<file path="src/rtl/loader_pkg.sv">
// Shared types and constants for the boot-time instruction loader.
package loader_pkg;
  localparam int ADDR_W    = 7;
  localparam int WORD_W    = 16;
  localparam int MAX_WORDS = 128;
  localparam logic [7:0] HDR_BYTE = 8'hA5;

  typedef enum logic [2:0] {
    S_IDLE, S_LEN, S_HI, S_LO, S_CHK, S_DONE, S_ERR
  } loader_state_t;
endpackage

</file>
<file path="src/rtl/loader_chk.sv">
// Running XOR of frame data bytes; only built when LOADER_CHECKSUM_EN is defined.
module loader_chk (
  input  logic       Clk,
  input  logic       ResetN,
  input  logic       clr_i,
  input  logic       en_i,
  input  logic [7:0] data_i,
  output logic [7:0] sum_o
);
  logic [7:0] sum_q;

  always_ff @(posedge Clk or negedge ResetN) begin
    if (!ResetN)    sum_q <= '0;
    else if (clr_i) sum_q <= '0;
    else if (en_i)  sum_q <= sum_q ^ data_i;
  end

  assign sum_o = sum_q;
endmodule

</file>
<file path="src/rtl/instr_loader.sv">
// Byte-stream program loader: assembles 16-bit words into instruction memory and
// holds the CPU in reset until a full frame lands. Macro: LOADER_CHECKSUM_EN.
module instr_loader #(
  parameter int         ADDR_W   = loader_pkg::ADDR_W,
  parameter int         WORD_W   = loader_pkg::WORD_W,
  parameter logic [7:0] HDR_BYTE = loader_pkg::HDR_BYTE
) (
  input  logic              Clk,
  input  logic              ResetN,
  input  logic              In_Valid,
  input  logic [7:0]        In_Data,
  output logic              In_Ready,
  output logic              IM_Wr,
  output logic [ADDR_W-1:0] IM_Addr,
  output logic [WORD_W-1:0] IM_WData,
  output logic              CPU_ResetN,
  output logic              Busy,
  output logic              Done,
  output logic              Error,
  output logic [ADDR_W:0]   Word_Count
);
  import loader_pkg::*;

  localparam logic [7:0] MAX_LEN = 8'(MAX_WORDS);

  loader_state_t     state_q, state_d;
  logic [ADDR_W:0]   n_q, n_d, idx_q, idx_d, wcnt_q, wcnt_d, idx_inc;
  logic [7:0]        hi_q, hi_d;
  logic              wr_q, wr_d;
  logic [ADDR_W-1:0] addr_q, addr_d;
  logic [WORD_W-1:0] wdata_q, wdata_d;
  logic              rdy_q, done_q, busy_q, err_q;
  logic              xfer;

  assign xfer    = In_Valid && In_Ready;
  assign idx_inc = idx_q + (ADDR_W+1)'(1);

`ifdef LOADER_CHECKSUM_EN
  logic       chk_clr, chk_en;
  logic [7:0] chk_sum;

  loader_chk u_chk (
    .Clk   (Clk),
    .ResetN(ResetN),
    .clr_i (chk_clr),
    .en_i  (chk_en),
    .data_i(In_Data),
    .sum_o (chk_sum)
  );
`endif

  always_comb begin
    state_d = state_q;
    n_d     = n_q;
    idx_d   = idx_q;
    wcnt_d  = wcnt_q;
    hi_d    = hi_q;
    wr_d    = 1'b0;
    addr_d  = addr_q;
    wdata_d = wdata_q;
`ifdef LOADER_CHECKSUM_EN
    chk_clr = 1'b0;
    chk_en  = 1'b0;
`endif
    case (state_q)
      S_IDLE, S_ERR: if (xfer && In_Data == HDR_BYTE) state_d = S_LEN;
      S_LEN: if (xfer) begin
        if (In_Data == 8'd0 || In_Data > MAX_LEN) begin
          state_d = S_ERR;
        end else begin
          n_d     = (ADDR_W+1)'(In_Data);
          idx_d   = '0;
          wcnt_d  = '0;
          state_d = S_HI;
`ifdef LOADER_CHECKSUM_EN
          chk_clr = 1'b1;
`endif
        end
      end
      S_HI: if (xfer) begin
        hi_d    = In_Data;
        state_d = S_LO;
`ifdef LOADER_CHECKSUM_EN
        chk_en  = 1'b1;
`endif
      end
      // The write is registered here so IM_Wr pulses the cycle after the LO byte.
      S_LO: if (xfer) begin
        wdata_d = WORD_W'({hi_q, In_Data});
        addr_d  = idx_q[ADDR_W-1:0];
        wr_d    = 1'b1;
        idx_d   = idx_inc;
        wcnt_d  = idx_inc;
`ifdef LOADER_CHECKSUM_EN
        chk_en  = 1'b1;
        state_d = (idx_inc == n_q) ? S_CHK : S_HI;
`else
        state_d = (idx_inc == n_q) ? S_DONE : S_HI;
`endif
      end
`ifdef LOADER_CHECKSUM_EN
      S_CHK: if (xfer) state_d = (In_Data == chk_sum) ? S_DONE : S_ERR;
`endif
      S_DONE: state_d = S_DONE;
      default: state_d = S_IDLE;
    endcase
  end

  always_ff @(posedge Clk or negedge ResetN) begin
    if (!ResetN) begin
      state_q <= S_IDLE;
      n_q     <= '0;
      idx_q   <= '0;
      wcnt_q  <= '0;
      hi_q    <= '0;
      wr_q    <= 1'b0;
      addr_q  <= '0;
      wdata_q <= '0;
      rdy_q   <= 1'b0;
      done_q  <= 1'b0;
      busy_q  <= 1'b0;
      err_q   <= 1'b0;
    end else begin
      state_q <= state_d;
      n_q     <= n_d;
      idx_q   <= idx_d;
      wcnt_q  <= wcnt_d;
      hi_q    <= hi_d;
      wr_q    <= wr_d;
      addr_q  <= addr_d;
      wdata_q <= wdata_d;
      rdy_q   <= (state_d != S_DONE);
      done_q  <= (state_q == S_DONE);
      busy_q  <= (state_q inside {S_LEN, S_HI, S_LO, S_CHK});
      err_q   <= (state_q == S_ERR);
    end
  end

  assign In_Ready   = rdy_q;
  assign IM_Wr      = wr_q;
  assign IM_Addr    = addr_q;
  assign IM_WData   = wdata_q;
  assign CPU_ResetN = done_q;
  assign Busy       = busy_q;
  assign Done       = done_q;
  assign Error      = err_q;
  assign Word_Count = wcnt_q;
endmodule
</file>
<file path="config.mk">
export PLATFORM = sky130hd
export DESIGN_NAME = instr_loader
export DESIGN_NICKNAME = d
export VERILOG_FILES = /design/src/rtl/loader_pkg.sv /design/src/rtl/loader_chk.sv /design/src/rtl/instr_loader.sv
export SDC_FILE = /design/constraint.sdc
export NUM_CORES = 1
export LEC_CHECK = 0
export ABC_AREA = 1
export BUFFER_PORTS_ARGS = -buffer_cell sky130_fd_sc_hd__buf_2
export CAP_MARGIN = 20
export CORE_MARGIN = 5
export CORE_UTILIZATION = 55
export CTS_BUF_LIST = sky130_fd_sc_hd__clkbuf_4 sky130_fd_sc_hd__clkbuf_8
export CTS_CLUSTER_SIZE = 8
export DETAILED_ROUTE_END_ITERATION = 10
export GPL_TIMING_DRIVEN = 0
export PLACE_DENSITY = 0.78
export SETUP_SLACK_MARGIN = 0.1
export SLEW_MARGIN = 10
export SYNTH_ARGS = -nofsm -noshare
export SYNTH_HDL_FRONTEND = slang
export SYNTH_SLANG_ARGS = --single-unit
export TNS_END_PERCENT = 30
</file>
<file path="constraint.sdc">
create_clock -name Clk -period 1.8 [get_ports Clk]
set_input_delay 0 -clock Clk [delete_from_list [all_inputs] [get_ports Clk]]
set_output_delay 0 -clock Clk [all_outputs]
set_load 0.02 [all_outputs]
</file>
# ---- After elaboration in Yosys (flattened, before gate mapping)
# Index checks and enable logic that the tools add are counted.
dict set report totals {
  out_inout_bits 37
  word_cells 51
  reg_bits 55
  input_bits 11
}
dict set report classes {
  eq_ne 12
  n_lt_le_gt_ge 1
  add_sub_neg 1
  n_bitwise 1
  mux 13
  n_reduce_logical 12
}
# op n
set ops {}
lappend ops {{$mux 8} 3}
lappend ops {{$mux 3} 6}
lappend ops {{$pmux 8 s2} 1}
lappend ops {{$pmux 3 s5} 1}
lappend ops {{$eq 3x3->1 const B} 3}
lappend ops {{$add 8x1->8 const B} 1}
lappend ops {{$eq 8x8->1} 1}
lappend ops {{$eq 8x8->1 const B} 1}
lappend ops {{$gt 8x8->1 const B} 1}
lappend ops {{$logic_not 8->1} 1}
lappend ops {{$eq 3x2->1 const B} 2}
lappend ops {{$ne 2x2->1 const B} 3}
lappend ops {{$reduce_and 2->1} 2}
lappend ops {{$reduce_and 4->1} 1}
lappend ops {{$reduce_bool 4->1} 1}
lappend ops {{$eq 3x1->1 const B} 1}
lappend ops {{$logic_not 3->1} 1}
lappend ops {{$ne 3x3->1 const B} 1}
lappend ops {{$reduce_and 3->1} 1}
lappend ops {{$logic_and 1x1->1} 2}
lappend ops {{$mux 1} 2}
lappend ops {{$reduce_bool 2->1} 1}
lappend ops {{$reduce_or 2->1} 1}
lappend ops {{$logic_or 1x1->1} 1}
lappend ops {{$not 1->1} 1}

# ---- Logic depth before layout (Yosys ltp)
dict set report depth {
  ltp_word 6
  depth_mapped 13
}

# ---- Worst setup path after synthesis
# OpenSTA, ideal clock, no wires.
dict set report synth_timing {
  kind {register to register}
  startpoint {register Word_Count[1] (netlist name)}
  endpoint {register rdy_q (netlist: In_Ready)}
  arrival_ns 1.599
  n_path_buf 0
  stages_incl_launch_ff 13
  setup_slack_ns 0.089
  path_cell_list {dfrtp_1 > ha_1 > nand2_2 > nor2_2 > nand2_2 > nand2_2 > nor2_1 > nor2_4 > nand3_2 > nor2_4 > nand4_1 > nand2_1 > inv_1}
}
# item line
set synth_rtl {}
lappend synth_rtl {{end signal: assignment} instr_loader.sv:132} ;# rdy_q <= (state_d != S_DONE);
lappend synth_rtl {{end: declaration} instr_loader.sv:32} ;# logic rdy_q, done_q, busy_q, err_q;

==> impl_metrics.py <==
metrics = {
    "yosys": {
        "avgSynthCellArea_um2": 8.33,
        "ys_top_cells_by_count": "nand2_1, dfrtp_1, inv_1",
        "ys_top_cells_by_area": "dfrtp_1, nand2_1, o21ai_0, inv_1, nand3_1",
        "yosysMostFrequentCell": "nand2_1",
        "ys_types": 24,
        "yosys.area.top_type": "dfrtp_1",
        "synthArstFlopShare_pct": 100,
        "ys_warn_count": 0,
        "synth_ff_type": "dfrtp_1",
        "netlist.area_leader.share_pct": 55.3,
        "ys_seq_area_share_pct": 55.3,
        "synth_nets": 311,
        "syn_inst": 299,
        "ys_seq_elements": 55,
        "synth_edf_count": 0,
        "synth_area_um2": 2490,
    },
    "global_route": {
        "grt_usage_pct": 21.2,
        "grt_overflow": 0,
        "grt_pass1_vias": 2141,
        "antenna_found_initial": 0,
        "grt_max_degree": 36,
        "grt_pass1_wl_mm": 10.2,
    },
    "power_and_ir_drop": {
        "netSwitchingFraction_pct": 39.7,
        "p_int_mw": 2.80,
        "p_seq_share_pct": 42.9,
        "ir_worst_vdd_v": 0.000889,
        "p_clk_share_pct": 18.4,
        "p_per_area_nw_per_um2": 1500,
        "p_sw_mw": 1.85,
        "power.share.combinational_pct": 38.7,
        "p_leak_nw": 1.61,
    },
    "setup_path": {
        "end_kind": "flop",
        "arrival_ns": 1.89,
        "cp_max_fo": 4,
        "critPathLaunchType": "flop",
        "worstSetupPathType": "flop to flop",
        "reg2reg_slack_ns": 0.12,
        "worst_ep_required_time_ns": 2.01,
    },
    "timing": {
        "min_period_over_period_pct": 93.2,
        "grt_setup_unrepaired": "yes",
        "report.final.slew_viol_count": 0,
        "worst_slack_ns": 0.122,
        "relSlewSlack_pct": 67.2,
        "fmax_mhz": 596,
        "timing.setup.tns_ns": 0,
        "worst_pin_slew_ns": 0.492,
        "hold_viol": 0,
        "setup_viol": 0,
        "min_period_ns": 1.68,
        "clock_skew_ns": 0.00601,
    },
    "drt": {
        "routed_via_density": 5.22,
        "wl_mm": 5.95,
        "vias": 2186,
        "post_drt_wl_per_cell_um": 14.2,
        "postRouteAntennaNets": 0,
        "drt_iter0_drc": 118,
        "first_pass_iters": 4,
        "route.detailed.drc": 0,
    },
    "clock_network": {
        "cts_sinks": 55,
        "cts_tree": "yes",
        "clockRootBuffer": "clkbuf_8",
        "cts_buffers": 5,
        "cts_buffer_depth": 2,
        "htree_levels": 2,
        "clkTransAtPathRegs_ns": 0.10,
        "clock_latency_ns": 0.31,
    },
    "die": {
        "die_h_um": 77.3,
        "design.core.area_um2": 4380,
        "die_area_um2": 5970,
        "rows": 24,
        "initial_core_util_pct": 56.8,
        "die_x_um": 77.3,
        "io_pins": 48,
    },
    "placed_design": {
        "port_buffers": 47,
        "dp_worst_setup_slack_ns": 0.0225,
        "hpwl_mm": 4.13,
        "finalWeightedCongestion": 0.865,
    },
    "layout": {
        "diodes": 0,
        "fin_nets": 378,
        "area_growth_pct": 24.5,
        "drive_above_1_share_pct": 27.2,
    },
    "status": {
        "status": "finished clean",
    },
    "run": {
        "maxCapViolations": 0,
    },
    "min_path": {
        "hold_path.class": "input pin to flop",
    },
}
stage by stage:
stage	instances	hold WS [ns]	total power [mW]	util, %	instance area [µm²]
2_1_floorplan	299	-0.296	3.10	-	2490
3_3_place_gp	398	0.223	3.58	63.7	2790
3_5_place_dp	399	-0.00763	3.65	64.1	2810
4_1_cts	416	0.00207	4.57	69.1	3030
5_1_grt	419	0.0239	5.00	70.7	3100
6_report	419	0.0107	4.65	70.7	3100
power groups by stage:
stage	clock network [mW]	logic [mW]	registers (mW)
finish	0.856	1.80	2.00
global route	0.922	2.02	2.06
CTS	0.863	1.72	1.98
detailed placement	0	1.65	2.00
global placement	0	1.60	1.98
floorplan	0	0.839	2.26
state kept, by name, indices dropped and copies added, names as in the netlist:
register	flops
Busy	1
CPU_ResetN	1
Error	1
IM_Addr	7
IM_WData	16
IM_Wr	1
In_Ready	1
Word_Count	8
hi_q	8
n_q	8
state_q	3
area by class of cell:
cell class	count	area (µm²)
inverters	37	139
clock inverters	2	35.0
flip-flops and latches	55	1380
well taps	52	65.1
plain buffers	8	47.5
fillers	366	1280
multi-input cells	199	987
clock buffers	6	82.6
repair buffers	60	363
worst max-delay path, stage by stage (launching register included):
cell,delay (ns)
dfrtp_1,0.44
ha_4,0.19
nand2_4,0.07
nor2_4,0.10
nand2_2,0.07
nand2_2,0.08
nor2_1,0.07
nor2_4,0.11
nand3_2,0.08
nor2_4,0.13
nand4_1,0.13
nand2_1,0.07
inv_1,0.04
path summary, 6_finish.rpt:
check | cells past startpoint | end | from
worst max-delay path | 12 | In_Ready | Word_Count[0]
worst min register to register | 2 | IM_WData[14] | hi_q[6]
max in group asynchronous | 3 | n_q[5] | ResetN
worst max register to register | 12 | In_Ready | Word_Count[0]
min in group asynchronous | 2 | IM_Addr[1] | ResetN
worst min-delay path | 3 | n_q[4] | In_Data[4]
repair_timing:
item,4_1_cts,5_1_grt
pin swaps,3,8
hold buffers,7,0
gates resized for setup,2,17
hold endpoints to repair,30,0
endpoints found under the setup margin,2,39
setup buffers,2,3
layer usage:
metal | wire length (µm) | vias to the layer above | GRT usage [%] | part of all wire (%)
li1 | - | 1082 | - | -
met3 | 324 | 12 | 4.57 | 5.4
met2 | 2860 | 59 | 35.4 | 48
met5 | 0 | - | 0 | 0
met4 | 108 | 0 | 5.84 | 1.8
met1 | 2660 | 1033 | 27.7 | 45
cell usage in the layout, fill, tap and decap left out, types with 7 or more instances in the layout:
| cell | netlist | routed |
|---|---|---|
| nand2_1 | 96 | 93 |
| dfrtp_1 | 55 | 51 |
| o21ai_1 | 15 | 15 |
| o21ai_0 | 28 | 27 |
| nand2_2 | 7 | 9 |
| inv_1 | 35 | 34 |
| buf_2 | 6 | 52 |
| nand3_1 | 16 | 14 |
| dlygate4sd3_1 | 0 | 7 |
| nor2_1 | 11 | 9 |
kinds of logic (layout without fill, tap and decap cells):
logic type | count (synthesis) | after routing | synth area share [%]
AND/OR/NAND/NOR | 147 | 147 | 26.1
flip-flops | 55 | 55 | 55.3
AO/OA/AOI/OAI | 49 | 49 | 10.2
buffers and inverters | 45 | 113 | 7.24
XOR/XNOR | 2 | 2 | 0.704
adder cells (fa/ha/maj) | 1 | 1 | 0.502
Note: power is estimated with default switching activity, not from simulation.
